--- config.mk ---
export PLATFORM = sky130hd
export DESIGN_NAME = spi_rx
export DESIGN_NICKNAME = d
export VERILOG_FILES = /design/src/rtl/spi_rx.sv
export SDC_FILE = /design/constraint.sdc
export NUM_CORES = 1
export LEC_CHECK = 0
export CAP_MARGIN = 20
export CORE_ASPECT_RATIO = 0.9
export CORE_MARGIN = 4
export CORE_UTILIZATION = 55
export CTS_BUF_LIST = sky130_fd_sc_hd__clkbuf_8
export CTS_CLUSTER_SIZE = 28
export DETAILED_ROUTE_END_ITERATION = 8
export GPL_TIMING_DRIVEN = 1
export PLACE_DENSITY = 0.81
export SYNTH_ARGS = -nofsm -noshare
export SYNTH_HDL_FRONTEND = slang
export SYNTH_SLANG_ARGS = --single-unit
--- constraint.sdc ---
create_clock -name clk -period 3.04 [get_ports clk]
set_clock_uncertainty 0.1 [all_clocks]
set_input_delay 0.304 -clock clk [delete_from_list [all_inputs] [get_ports clk]]
set_output_delay 0.304 -clock clk [all_outputs]
set_load 0.01 [all_outputs]
--- src/rtl/spi_rx.sv ---
// SPI slave receiver: oversamples cs/sclk/mosi in the clk domain and delivers one
// DATA_W-bit word per frame on a valid/ready port. Optional: SPI_RX_GLITCH_FILTER_EN.
module spi_rx #(
  parameter int DATA_W     = 12,
  parameter int LEAD_EDGES = 1,
  parameter int LSB_FIRST  = 1
) (
  input  logic              clk,
  input  logic              rst_n,
  input  logic              sclk,
  input  logic              cs,
  input  logic              mosi,
  output logic [DATA_W-1:0] rx_data,
  output logic              rx_valid,
  input  logic              rx_ready,
  output logic              busy,
  output logic              frame_err,
  output logic              overrun
);

  localparam int BW = $clog2(DATA_W + 1);
  localparam int LW = (LEAD_EDGES > 0) ? $clog2(LEAD_EDGES + 1) : 1;

  localparam logic [2:0] S_WAIT  = 3'd0;
  localparam logic [2:0] S_IDLE  = 3'd1;
  localparam logic [2:0] S_LEAD  = 3'd2;
  localparam logic [2:0] S_SHIFT = 3'd3;
  localparam logic [2:0] S_TRAIL = 3'd4;

  // {cs, sclk, mosi} synchroniser; lvl/hist carry only {cs, sclk}
  logic [2:0] s1, s2;
  logic [1:0] lvl, hist;

  always_ff @(posedge clk) begin
    if (!rst_n) begin
      s1   <= '1;
      s2   <= '1;
      hist <= '1;
    end else begin
      s1   <= {cs, sclk, mosi};
      s2   <= s1;
      hist <= lvl;
    end
  end

`ifdef SPI_RX_GLITCH_FILTER_EN
  // A level is accepted only once two consecutive s2 samples agree.
  localparam logic [2:0] SETTLE = 3'd5;
  logic [1:0] fprev, filt;

  always_ff @(posedge clk) begin
    if (!rst_n) begin
      fprev <= '1;
      filt  <= '1;
    end else begin
      fprev <= s2[2:1];
      filt  <= (s2[2:1] & ~(s2[2:1] ^ fprev)) | (filt & (s2[2:1] ^ fprev));
    end
  end

  assign lvl = filt;
`else
  localparam logic [2:0] SETTLE = 3'd3;
  assign lvl = s2[2:1];
`endif

  logic cs_fall, cs_rise, sclk_fall, mosi_s;
  assign cs_fall   =  hist[1] & ~lvl[1];
  assign cs_rise   = ~hist[1] &  lvl[1];
  assign sclk_fall =  hist[0] & ~lvl[0];
  assign mosi_s    =  s2[0];

  logic [2:0]        state;
  logic [2:0]        settle;
  logic [LW-1:0]     lead_cnt, lead_nxt;
  logic [BW-1:0]     bit_cnt, bit_nxt;
  logic [DATA_W-1:0] shreg;
  logic              in_frame, done;

  assign lead_nxt = lead_cnt + LW'(1);
  assign bit_nxt  = bit_cnt + BW'(1);
  assign in_frame = (state == S_LEAD) || (state == S_SHIFT) || (state == S_TRAIL);
  assign done     = (state == S_TRAIL) && cs_rise;

  // Synchroniser levels right after reset are fake idle values, so WAIT
  // lets the pipeline flush before trusting cs.
  always_ff @(posedge clk) begin
    if (!rst_n) begin
      state     <= S_WAIT;
      settle    <= '0;
      lead_cnt  <= '0;
      bit_cnt   <= '0;
      shreg     <= '0;
      busy      <= 1'b0;
      frame_err <= 1'b0;
    end else begin
      frame_err <= 1'b0;
      if (in_frame && cs_rise) begin
        state     <= S_IDLE;
        busy      <= 1'b0;
        frame_err <= (state != S_TRAIL);
      end else begin
        case (state)
          S_WAIT: begin
            if (settle != SETTLE) settle <= settle + 3'd1;
            else if (lvl[1])      state  <= S_IDLE;
          end
          S_IDLE: begin
            if (cs_fall) begin
              busy     <= 1'b1;
              lead_cnt <= '0;
              bit_cnt  <= '0;
              state    <= (LEAD_EDGES == 0) ? S_SHIFT : S_LEAD;
            end
          end
          S_LEAD: begin
            if (sclk_fall) begin
              lead_cnt <= lead_nxt;
              if (lead_nxt == LW'(LEAD_EDGES)) begin
                bit_cnt <= '0;
                state   <= S_SHIFT;
              end
            end
          end
          S_SHIFT: begin
            if (sclk_fall) begin
              // Shifting lands bit k at position k (or DATA_W-1-k) once all bits are in.
              if (LSB_FIRST != 0) shreg <= {mosi_s, shreg[DATA_W-1:1]};
              else                shreg <= {shreg[DATA_W-2:0], mosi_s};
              bit_cnt <= bit_nxt;
              if (bit_nxt == BW'(DATA_W)) state <= S_TRAIL;
            end
          end
          S_TRAIL: ;
          default: state <= S_WAIT;
        endcase
      end
    end
  end

  always_ff @(posedge clk) begin
    if (!rst_n) begin
      rx_data  <= '0;
      rx_valid <= 1'b0;
      overrun  <= 1'b0;
    end else begin
      overrun <= 1'b0;
      if (done) begin
        if (!rx_valid || rx_ready) begin
          rx_data  <= shreg;
          rx_valid <= 1'b1;
        end else begin
          overrun <= 1'b1;
        end
      end else if (rx_valid && rx_ready) begin
        rx_valid <= 1'b0;
      end
    end
  end

endmodule

==> flow_summary.yaml, run 1 <==
worst_setup_path:
  worst_ep_arrival_time_ns: 2.27
  reg2reg_setup_slack_ns: 0.86
  category_of_the_critical_setup_timing_path: "flop to flop"
  worst_ep_required_time_ns: 3.13
  cell_with_the_largest_stage_delay_on_the_worst_path: "dfxtp_1"
  crit_cells: 5
  reg2regPathDepth: 5
  cp-end-kind: "flop"
  rr_startpoint: "state[2]$_SDFFE_PP0P_"
  worst_setup_path_start_kind: "flop"
  critical_path.top_delay_family: "simple AND/OR/NAND/NOR gates"
  critical_path.n_buffers_inverters: 1
  worst-path-max-fanout: 12
  crit_start: "state[2]$_SDFFE_PP0P_"
  critical-path-max-stage-delay_ns: 0.59
  endpoint: "rx_data[0]$_SDFFE_PN0P_"
  reg2reg_to: "rx_data[0]$_SDFFE_PN0P_"
  worstPathCellList: "inv_1, nor4_2, nand2b_1, mux2i_1, nor2b_1"
clocking:
  cts_root_buf: "clkbuf_8"
  cts-root-to-sink-buffers: 2
  post_cts.repair.setup_buffers: 0
  cts-hold-fix-buffers: 0
  cts_tree: "done"
  cts.sink_count: 47
  cts_made_buffers: 5
  post_cts_resize_count: 0
  clkTransAtPathRegs_ns: 0.08
  clock_tree.htree_level_count: 2
  worst_skew_pair.late_latency_ns: 0.29
synth:
  synth_async_sr_flop_share: 0
  yosys_warnings: 0
  postSynthCellCount: 196
  post_syn_nets: 206
  synth_ff_type: "dfxtp_1"
  ys_top_cells_by_area: "dfxtp_1 47%, mux2i_1 13%, nor2b_1 10%, nand2b_1 3.8%, ha_1 2.5%"
  synth-edff-count: 0
  yosysSeqAreaShare: 0.4733
  most_frequent_cell_after_synthesis: "dfxtp_1"
  yosysTopAreaCellShare: 0.4733
  synthesis.area_um2: 1988
  avgSynthCellArea_um2: 10.14
  synth_commonest_cells: "47 x dfxtp_1, 32 x nor2b_1, 25 x mux2i_1"
  yosys_register_bits: 47
  post_synth_num_cell_types: 43
  post-synth-top-area-cell: "dfxtp_1"
sta:
  grt_setup_unrepaired: "false"
  final-hold-violation-count: 0
  worst_slew_pin_slew_ns: 0.7287
  final_total_negative_setup_slack_ns: 0
  setup_violations: 0
  setup_ws_ns: 0.8632
  timing.slew.headroom: 0.5142
  timing.fmax_mhz: 459.4
  layout_worst_path_cycle_share: 0.7160
  timing_max_transition_violations_final: 0
  min_period_ns: 2.177
global_route:
  grt_max_degree: 25
  vias_in_the_first_global_route: 1383
  track_usage: 0.1638
  overflow: 0
  global_route_wire_length_before_repair_um: 6072
  grt_antenna_before_repair: 0
floorplan:
  dieHeight_um: 65.04
  dieWidth_um: 71.38
  rows: 20
  effective_utilization_at_floorplan: 0.5799
  ioPinCount: 22
  floorplan.die_area_um2: 4642
  placeableCoreArea_um2: 3428
pwr:
  max_vdd_drop_mv: 0.3545
  pwr_density_cell_nw_per_um2: 524.5
  power.static_leakage_nw: 0.9794
drt:
  drc_errors: 0
  route.detailed.wl_per_inst_um: 13.45
  avgViaCountPerCell: 5.355
  detailedRoute.firstPassIterationCount: 5
  routed_wire_length_um: 3483
  initial_detailed_routing_violation_count: 49
  drtAntennaViolNets: 0
  vias: 1387
placement:
  dp_hpwl_um: 2464
  placement.io_buffers: 21
  dp_slack_ns: 0.8742
  gp_congestion: 0.7690
final_layout:
  design.final.nets: 224
  layout.core_utilization: 0.6690
  insertedDiodeCount: 0
  area.sequential_um2: 940.9
  post_route_cells_drive_above_1_share: 0.06047
  fillerInstances: 265
  multi_input_comb_area_um2: 975.9
  areaGrowthSynthToFinish_pct: 15.36
flow_run:
  drv.max_cap_violation_count: 0
worst_hold_path:
  hold_path.class: "flop to flop"
run_status:
  outcome: "finished clean"
worst min path at each step:
stage	from	to	slack (ns)	cells past startpoint
6_report	s1[1]$_SDFF_PN1_	s2[1]$_SDFF_PN1_	0.31	1
3_5_place_dp	s1[1]$_SDFF_PN1_	s2[1]$_SDFF_PN1_	0.29	1
4_1_cts	s1[1]$_SDFF_PN1_	s2[1]$_SDFF_PN1_	0.31	1
5_1_grt	s1[2]$_SDFF_PN1_	s2[2]$_SDFF_PN1_	0.34	1
2_1_floorplan	s1[0]$_SDFF_PN1_	s2[0]$_SDFF_PN1_	0.29	1
3_3_place_gp	s1[2]$_SDFF_PN1_	s2[2]$_SDFF_PN1_	0.29	1
power by group:
part,internal [W],total (W),switching [W]
Clock,0.000157,0.000357,0.000199
Combinational,0.0000852,0.000162,0.0000765
Sequential,0.000644,0.000684,0.0000400
Total,0.000887,0.00120,0.000316
per-layer routing:
| layer | wire (µm) | vias to the layer above | global-route usage |
|---|---|---|---|
| li1 | - | 714 | - |
| met1 | 1707 | 642 | 0.1987 |
| met2 | 1594 | 26 | 0.2787 |
| met3 | 133 | 5 | 0.03876 |
| met4 | 47 | 0 | 0.06338 |
| met5 | 0 | - | 0 |
cells by family (layout without fill, tap and decap cells):
kind of cell    after synthesis  count (layout)  share of synthesized area
xor+xnor                      2               2                   0.008812
mux                          25              25                     0.1259
fa+ha+maj                     4               4                    0.02517
compound gates               29              29                     0.1038
buf+inv                      16              35                    0.03587
flops                        47              47                     0.4733
simple gates                 73              73                     0.2272
stage by stage:
step | hold WS (ns) | cell area [µm²] | cells | total power, W
6_report | 0.3107 | 2293 | 259 | 0.001203
5_1_grt | 0.3408 | 2293 | 259 | 0.001266
4_1_cts | 0.3118 | 2293 | 259 | 0.001215
3_5_place_dp | 0.2931 | 2208 | 251 | 0.0008606
3_3_place_gp | 0.2897 | 2208 | 251 | 0.0008516
2_1_floorplan | 0.2863 | 1988 | 196 | 0.0008347
layout make-up:
type                            count  share of cell area
Timing Repair Buffer               22             0.09493
Tap cell                           44             0.02400
Inverter                            5            0.008183
Clock inverter                      3            0.007092
Sequential cell                    47              0.4103
Multi-Input combinational cell    133              0.4255
Clock buffer                        5             0.03001
registers in the layout, indices dropped and copies added (netlist names):
register   cells
state          3
settle         3
bit_cnt        4
busy           1
overrun        1
hist           2
lead_cnt       1
shreg         12
rx_valid       1
s1             3
frame_err      1
rx_data       12
s2             3
placed cells by master, fill, tap and decap left out, types with 2 or more instances in the layout:
master           instances
nand2b_1                12
and3_1                   3
a21oi_1                  7
nor2_1                   5
a211oi_1                 3
nor4_2                   2
mux2i_1                 25
nor3_1                   2
inv_1                    6
o21a_1                   2
nand2_1                  8
dfxtp_1                 47
nor2b_1                 32
o21ai_0                  3
clkdlybuf4s50_1         21
clkbuf_8                 5
ha_1                     4
No activity file was read; power rests on OpenSTA's default activity.
==> inputs of run 2 (changes only) <==
==> constraint.sdc (replaced) <==
create_clock -name clk -period 2.01 [get_ports clk]
set_clock_uncertainty 0.1 [all_clocks]
set_input_delay 0.201 -clock clk [delete_from_list [all_inputs] [get_ports clk]]
set_output_delay 0.201 -clock clk [all_outputs]
set_load 0.01 [all_outputs]
==> run 2 against run 1 <==
Against the previous run:
- fmax up 13%
- core utilization rose by 2.4 points
- register-to-register slack worse by 0.77 ns
- first-iteration DRC count increased by 29%
- setup slack lost 0.77 ns
- routed wire length up 4.6%
- non-clock buffer count grew 9
- clock power up 63%
- critical endpoint is now bit_cnt[2]$_SDFFE_PN0P_
- sequential share of layout area decreased by 1.3 points
==> flow_summary.yaml, run 2 (synthesis results as in run 1) <==
run_status:
  outcome: "finished clean"
floorplan:
  ioPinCount: 22
  floorplan.die_area_um2: 4642
  effective_utilization_at_floorplan: 0.5799
  dieHeight_um: 65.04
  rows: 20
  dieWidth_um: 71.38
  placeableCoreArea_um2: 3428
drt:
  detailedRoute.firstPassIterationCount: 4
  drtAntennaViolNets: 0
  initial_detailed_routing_violation_count: 63
  drc_errors: 0
  route.detailed.wl_per_inst_um: 13.65
  vias: 1434
  routed_wire_length_um: 3644
  avgViaCountPerCell: 5.371
clocking:
  cts_tree: "done"
  clock_tree.htree_level_count: 2
  post_cts_resize_count: 0
  clkTransAtPathRegs_ns: 0.08
  cts-hold-fix-buffers: 0
  worst_skew_pair.late_latency_ns: 0.30
  cts_root_buf: "clkbuf_8"
  post_cts.repair.setup_buffers: 0
  cts.sink_count: 47
  cts_made_buffers: 5
  cts-root-to-sink-buffers: 2
sta:
  layout_worst_path_cycle_share: 0.9557
  timing.slew.headroom: 0.6663
  min_period_ns: 1.921
  setup_violations: 0
  final-hold-violation-count: 0
  timing.fmax_mhz: 520.6
  final_total_negative_setup_slack_ns: 0
  grt_setup_unrepaired: "false"
  worst_slew_pin_slew_ns: 0.4990
  timing_max_transition_violations_final: 0
pwr:
  switching_power_as_a_share_of_total_power: 0.2614
  power.static_leakage_nw: 1.028
  pwr_density_cell_nw_per_um2: 810.3
  power_switching_w: 0.0005030
  power.sequential.fraction: 0.531
  max_vdd_drop_mv: 0.7065
  power.internal_w: 0.001421
  p_clk_frac: 0.302
  combinationalPowerShare: 0.167
final_layout:
  areaGrowthSynthToFinish_pct: 19.45
  layout_top_registers: "rx_data x12, shreg x12, bit_cnt x4"
  area.sequential_um2: 943.4
  postLayoutCellArea_um2: 2375
  design.final.nets: 233
  post_route_cells_drive_above_1_share: 0.1121
  mostFrequentLayoutCells: "45 x dfxtp_1, 32 x nor2b_1, 25 x mux2i_1, 21 x clkdlybuf4s50_1, 12 x nand2b_1"
  layout.core_utilization: 0.6927
  fillerInstances: 256
  insertedDiodeCount: 0
  multi_input_comb_area_um2: 980.9
  layout_commonest_cell: "dfxtp_1"
global_route:
  overflow: 0
  gr-usage-met1: 0.2094
  track_usage: 0.1684
  grt_max_degree: 27
  met3_usage: 0.04806
  global_route_wire_length_before_repair_um: 6141
  globalRoute.busiestLayer: "met2"
  met2_usage: 0.2775
  grt_antenna_before_repair: 0
  vias_in_the_first_global_route: 1373
placement:
  gp_congestion: 0.8598
  placed_area_um2: 2276
  dp_hpwl_um: 2634
  placement.io_buffers: 21
worst_setup_path:
  worst_setup_path_start_kind: "flop"
  worst-path-max-fanout: 7
  worst_ep_required_time_ns: 2.14
  cp-end-kind: "flop"
  worst_ep_arrival_time_ns: 2.05
  category_of_the_critical_setup_timing_path: "flop to flop"
flow_run:
  drv.max_cap_violation_count: 0
worst_hold_path:
  hold_path.class: "flop to flop"
run 2: per-stage QoR:
step	instances	total power (W)	hold slack [ns]	setup WS, ns
floorplan	196	0.001263	0.2025	0.2738
detailed placement	260	0.001348	0.2909	0.04923
finish	267	0.001924	0.3102	0.08902
CTS	267	0.001926	0.3101	0.03223
global placement	260	0.001323	0.2905	0.1739
global route	267	0.002023	0.3335	0.008371
run 2: metal layers:
layer | share of wire | up-vias | routed length [µm]
met2 | 0.48 | 36 | 1738
met1 | 0.45 | 661 | 1643
met4 | 0.014 | 0 | 50
met5 | 0 | - | 0
li1 | - | 730 | -
met3 | 0.058 | 7 | 212
run 2: final timing paths:
check / from / to / slack, ns / depth (start not counted)
min reg2reg: s1[2]$_SDFF_PN1_ / s2[2]$_SDFF_PN1_ / 0.31 / 1
max reg2reg: state[2]$_SDFFE_PP0P_ / bit_cnt[2]$_SDFFE_PN0P_ / 0.09 / 5
min: s1[2]$_SDFF_PN1_ / s2[2]$_SDFF_PN1_ / 0.31 / 1
max: state[2]$_SDFFE_PP0P_ / bit_cnt[2]$_SDFFE_PN0P_ / 0.09 / 5
run 2: layout make-up:
| class | count | share of cell area |
|---|---|---|
| Sequential cell | 47 | 0.3973 |
| Timing Repair Buffer | 31 | 0.1201 |
| Multi-Input combinational cell | 133 | 0.4131 |
| Clock buffer | 6 | 0.03477 |
| Inverter | 5 | 0.007903 |
| Tap cell | 44 | 0.02318 |
| Clock inverter | 1 | 0.003688 |
run 2: power groups by stage:
stage | clock [W] | combinational, W | sequential (W)
final | 0.000582 | 0.000321 | 0.00102
after global routing | 0.000636 | 0.000357 | 0.00103
after CTS | 0.000599 | 0.000310 | 0.00102
after detailed placement | 0 | 0.000308 | 0.00104
after global placement | 0 | 0.000289 | 0.00103
after floorplan | 0 | 0.000249 | 0.00101
run 2: worst max-delay path, cell delays in order, from the launching register on:
cell,delay [ns]
dfxtp_1,0.46
or2b_1,0.18
a21oi_1,0.09
or3_4,0.38
or4_1,0.49
a21boi_1,0.15
==> patch 1 (config.mk and constraints of run 2) <==
`DATA_W`: 12 -> 24.
--- a/src/rtl/spi_rx.sv
+++ b/src/rtl/spi_rx.sv
@@ -1,7 +1,7 @@
 // SPI slave receiver: oversamples cs/sclk/mosi in the clk domain and delivers one
 // DATA_W-bit word per frame on a valid/ready port. Optional: SPI_RX_GLITCH_FILTER_EN.
 module spi_rx #(
-  parameter int DATA_W     = 12,
+  parameter int DATA_W     = 24,
   parameter int LEAD_EDGES = 1,
   parameter int LSB_FIRST  = 1
 ) (
Ports: changed (resized rx_data); port bits go from 22 to 34. No check against the original RTL was run, so the function may have changed too.
==> patch 1 against run 2 <==
Cell count up 64%. Area after synthesis up 40%. Design area up 45%. Sequential share of layout area up 2.3 points. Worst setup slack better by 0.096 ns. Sequential cell count up 25. First-iteration DRC count rose to 3.0 times the old value. Clock power up 140%. Routed wire length up 51%. Via count up 59%. Combinational power down 27%. Power up 62%. Critical path type unchanged. Highest routed layer unchanged.
==> patch 1: results (changes against run 2) <==
status -> completed (unchanged)
1st-iter DRT viols -> 186 (was 63)
number of global-route vias before repair -> 2,016 (was 1,373)
Pleak -> 1.22 nW (was 1.03 nW)
top flop regs -> rx_data x24, shreg x24, bit_cnt x5 (was rx_data x12, shreg x12, bit_cnt x4)
DR WL/cell -> 12.6 microns (was 13.6 microns)
DP Area -> 0.00318 sq mm (was 0.00228 sq mm)
actual slew at the worst max-slew pin -> 0.456 ns (was 0.499 ns)
met3 wire length -> 284 microns (was 212 microns)
Worst IR Drop VDD -> 1.15 mV (was 0.706 mV)
clock latency on the worst-skew pair -> 0.34 ns (was 0.30 ns)
largest fanout on the critical path -> 6 (was 7)
routed wl met2 -> 2.66 mm (was 1.74 mm)
routed vias/inst -> 5.19 (was 5.37)
library cells used by synthesis -> 38 (was 43)
Post-DP HPWL -> 3.58 mm (was 2.63 mm)
Syn Nets -> 346 (was 206)
most frequent cells after synthesis -> nand2_1 (100), dfxtp_1 (72), a21oi_1 (56) (was dfxtp_1 (47), nor2b_1 (32), mux2i_1 (25))
Tot GR Track Use -> 18.8% (was 16.8%)
layout cells sized above 1 -> 9.65% (was 11.2%)
Reg-to-Reg Start -> s2[2] (was state[2])
H-tree Lvls -> 3 (was 2)
Met1 Routed Length -> 2.48 mm (was 1.64 mm)
largest net degree at the start of global routing -> 48 (was 27)
cts bufs inserted -> 9 (was 5)
[patch 1: where the power goes]
| group | total (mW) | internal, mW | switching (mW) | leakage (nW) |
|---|---|---|---|---|
| Sequential | 1.50 | 1.47 | 0.0360 | 0.584 |
| Clock | 1.37 | 0.854 | 0.515 | 0.128 |
| Combinational | 0.235 | 0.111 | 0.124 | 0.513 |
| Total | 3.11 | 2.43 | 0.675 | 1.22 |
[patch 1: metrics by stage]
step / util, % / std cells / setup slack [ns]
6_report: 70.6 / 438 / 0.185
5_1_grt: 70.6 / 438 / 0.0325
4_1_cts: 70.5 / 438 / 0.0788
3_5_place_dp: 65.5 / 422 / 0.105
3_3_place_gp: 65.5 / 422 / 0.154
2_1_floorplan: - / 337 / 0.317
[patch 1: cell families (layout without fill, tap and decap cells)]
kind of cell,count (synthesis),in the layout,share of synthesized area [%]
buffers and inverters,28,64,4.54
XOR/XNOR,1,1,0.315
flip-flops,72,72,51.8
multiplexers,2,2,0.719
AND/OR/NAND/NOR,154,154,25.3
adder cells (fa/ha/maj),3,3,1.35
AO/OA/AOI/OAI,77,77,16.0
[patch 1: cell type report]
type	instances	area, sq um
Sequential cell	72	1450
Fill cell	394	1430
Multi-Input combinational cell	237	1220
Timing Repair Buffer	42	423
Clock buffer	10	138
Clock inverter	6	108
Tap cell	65	81.3
Inverter	6	22.5
[patch 1: worst paths after layout]
kind                   end  slack, ns  cells after the start
setup / recovery  lead_cnt       0.19                      6
setup reg to reg  lead_cnt       0.19                      6
hold reg to reg      s2[2]       0.31                      1
hold / removal       s2[2]       0.31                      1
[patch 1: worst max-delay path, cell delays in order, from the launching register on]
cell	delay [ns]
dfxtp_1	0.34
nor2b_2	0.20
buf_4	0.15
or4b_1	0.50
a21oi_1	0.18
mux2i_1	0.19
nor2_1	0.05
[patch 1: routing by layer]
layer	GRT usage, %	up-vias
met5	0	-
met4	9.07	0
met3	5.51	7
met2	31.1	60
met1	23.1	1035
li1	-	1173
[patch 1: repair_timing]
action,4_1_cts,5_1_grt
endpoints found under the setup margin,0,12
setup buffers,0,0
gates resized for setup,0,4
==> patch 2 (flow settings as in run 2) <==
Without the edit above. Register the output `overrun` once more, with the module's reset; this adds one clock of latency there. The other outputs are not delayed to match.
--- a/src/rtl/spi_rx.sv
+++ b/src/rtl/spi_rx.sv
@@ -26,6 +26,8 @@
   localparam logic [2:0] S_LEAD  = 3'd2;
   localparam logic [2:0] S_SHIFT = 3'd3;
   localparam logic [2:0] S_TRAIL = 3'd4;
+
+  logic overrun_s0;
 
   // {cs, sclk, mosi} synchroniser; lvl/hist carry only {cs, sclk}
   logic [2:0] s1, s2;
@@ -142,15 +144,15 @@
     if (!rst_n) begin
       rx_data  <= '0;
       rx_valid <= 1'b0;
-      overrun  <= 1'b0;
+      overrun_s0 <= 1'b0;
     end else begin
-      overrun <= 1'b0;
+      overrun_s0 <= 1'b0;
       if (done) begin
         if (!rx_valid || rx_ready) begin
           rx_data  <= shreg;
           rx_valid <= 1'b1;
         end else begin
-          overrun <= 1'b1;
+          overrun_s0 <= 1'b1;
         end
       end else if (rx_valid && rx_ready) begin
         rx_valid <= 1'b0;
@@ -158,5 +160,13 @@
     end
   end
 
+  always_ff @(posedge clk) begin
+    if (!rst_n) begin
+      overrun <= '0;
+    end else begin
+      overrun <= overrun_s0;
+    end
+  end
+
 endmodule
 
Behaviour: same outputs for any inputs over 10 cycles, from zero or initial values and one cycle with rst_n low; that may be too few to reach the edited logic, so the function may still have changed.
==> patch 2 against run 2 <==
Worst setup slack better by 0.26 ns. Sequential power about the same. Global-route usage up 0.21 points. Highest routed layer unchanged. Power down 7.4%. Fmax up 16%. Design area down 3.0%. Area after synthesis down 2.0%. Routed wire length down 4.3%. Sequential cell count up 1. Sequential share of layout area up 2.0 points. Combinational power down 44%. Utilization down 1.5 points.
==> patch 2: results (changes against run 2) <==
Syn Nets -> 227 (was 206)
status -> completed (unchanged)
first-pass GRT wire length -> 6.36 mm (was 6.14 mm)
clock latency on the worst-skew pair -> 0.29 ns
largest fanout on the critical path -> 5 (was 7)
Crit Reg-Reg Endpoint -> bit_cnt[3] (was bit_cnt[2])
library cells used by synthesis -> 38 (was 43)
Post-DP HPWL -> 2.40 mm (was 2.63 mm)
Power Total -> 1.78 mW (was 1.92 mW)
# diodes -> 0 (unchanged)
Seq power -> 1.02 mW (about the same)
Fmax -> 0.603 GHz (was 0.521 GHz)
post-synthesis mux area share -> 6.68% (was 12.6%)
Psw -> 0.422 mW (was 0.503 mW)
actual slew at the worst max-slew pin -> 0.343 ns (was 0.499 ns)
vias -> 1,514 (was 1,434)
Pleak -> 0.949 nW (was 1.03 nW)
adder-cell area share of the yosys netlist -> 2.57% (was 2.52%)
Nets -> 252 (was 233)
Total Routed Length -> 3.49 mm (was 3.64 mm)
DP Area -> 0.00221 sq mm (was 0.00228 sq mm)
DR DRC count -> 0 (unchanged)
Placed Cells incl. Taps -> 279 (was 260)
CP Launch Point -> hist[0] (was state[2])
Synth top area share -> 49.3% (was 47.3%)
layout cells sized above 1 -> 10.3% (was 11.2%)
post-synthesis compound-gate area fraction -> 11.0% (was 10.4%)
Worst IR Drop VDD -> 0.714 mV (was 0.706 mV)
post-CTS setup buffers -> 0 (unchanged)
Worst R2R Setup Slack -> 0.35 ns (was 0.09 ns)
syn_area_per_cell -> 8.98 sq um (was 10.1 sq um)
hold slack -> 0.312 ns (was 0.310 ns)
post-synthesis xor/xnor area fraction -> 0.450% (was 0.881%)
dpl ws -> 0.393 ns (was 0.0492 ns)
CTS resizes -> 0 (unchanged)
number of global-route vias before repair -> 1,366 (was 1,373)
Finished Layout Cells -> 287 (was 267)
Seq/Total Area, Yosys -> 49.3% (was 47.3%)
largest net degree at the start of global routing -> 34 (was 27)
combinational power -> 0.181 mW (was 0.321 mW)
largest cells by area after synthesis -> dfxtp_1 (49%), mux2i_1 (6.7%), a21oi_1 (5.7%), nand2_1 (5.4%), nand2b_1 (5.1%) (was dfxtp_1 (47%), mux2i_1 (13%), nor2b_1 (10%), nand2b_1 (3.8%), ha_1 (2.5%))
Tot GR Track Use -> 17.0% (was 16.8%)
routability congestion estimate -> 0.927 (was 0.860)
1st-iter DRT viols -> 142 (was 63)
most frequent cells after synthesis -> dfxtp_1 (48), nand2_1 (28), nor2_1 (26) (was dfxtp_1 (47), nor2b_1 (32), mux2i_1 (25))
## patch 2: area by class of cell
type | instances | area, sq um
Clock buffer | 6 | 82.6
Clock inverter | 2 | 15.0
Fill cell | 288 | 1100
Inverter | 4 | 15.0
Multi-Input combinational cell | 154 | 906
Sequential cell | 48 | 961
Tap cell | 44 | 55.1
Timing Repair Buffer | 29 | 270
## patch 2: routing by layer
metal / vias to the layer above / GRT usage, % / part of all wire [%]
li1: 782 / - / -
met2: 30 / 25.3 / 43
met3: 5 / 3.72 / 4.6
met4: 0 / 4.23 / 1.0
met1: 697 / 25.1 / 52
met5: - / 0 / 0
## patch 2: critical path, cell delays in order (launching register included)
cell and delay [ns]:
dfxtp_1 0.33, nor2b_1 0.25, a21oi_1 0.18, or3_1 0.43
o21ai_1 0.18, a21oi_1 0.08
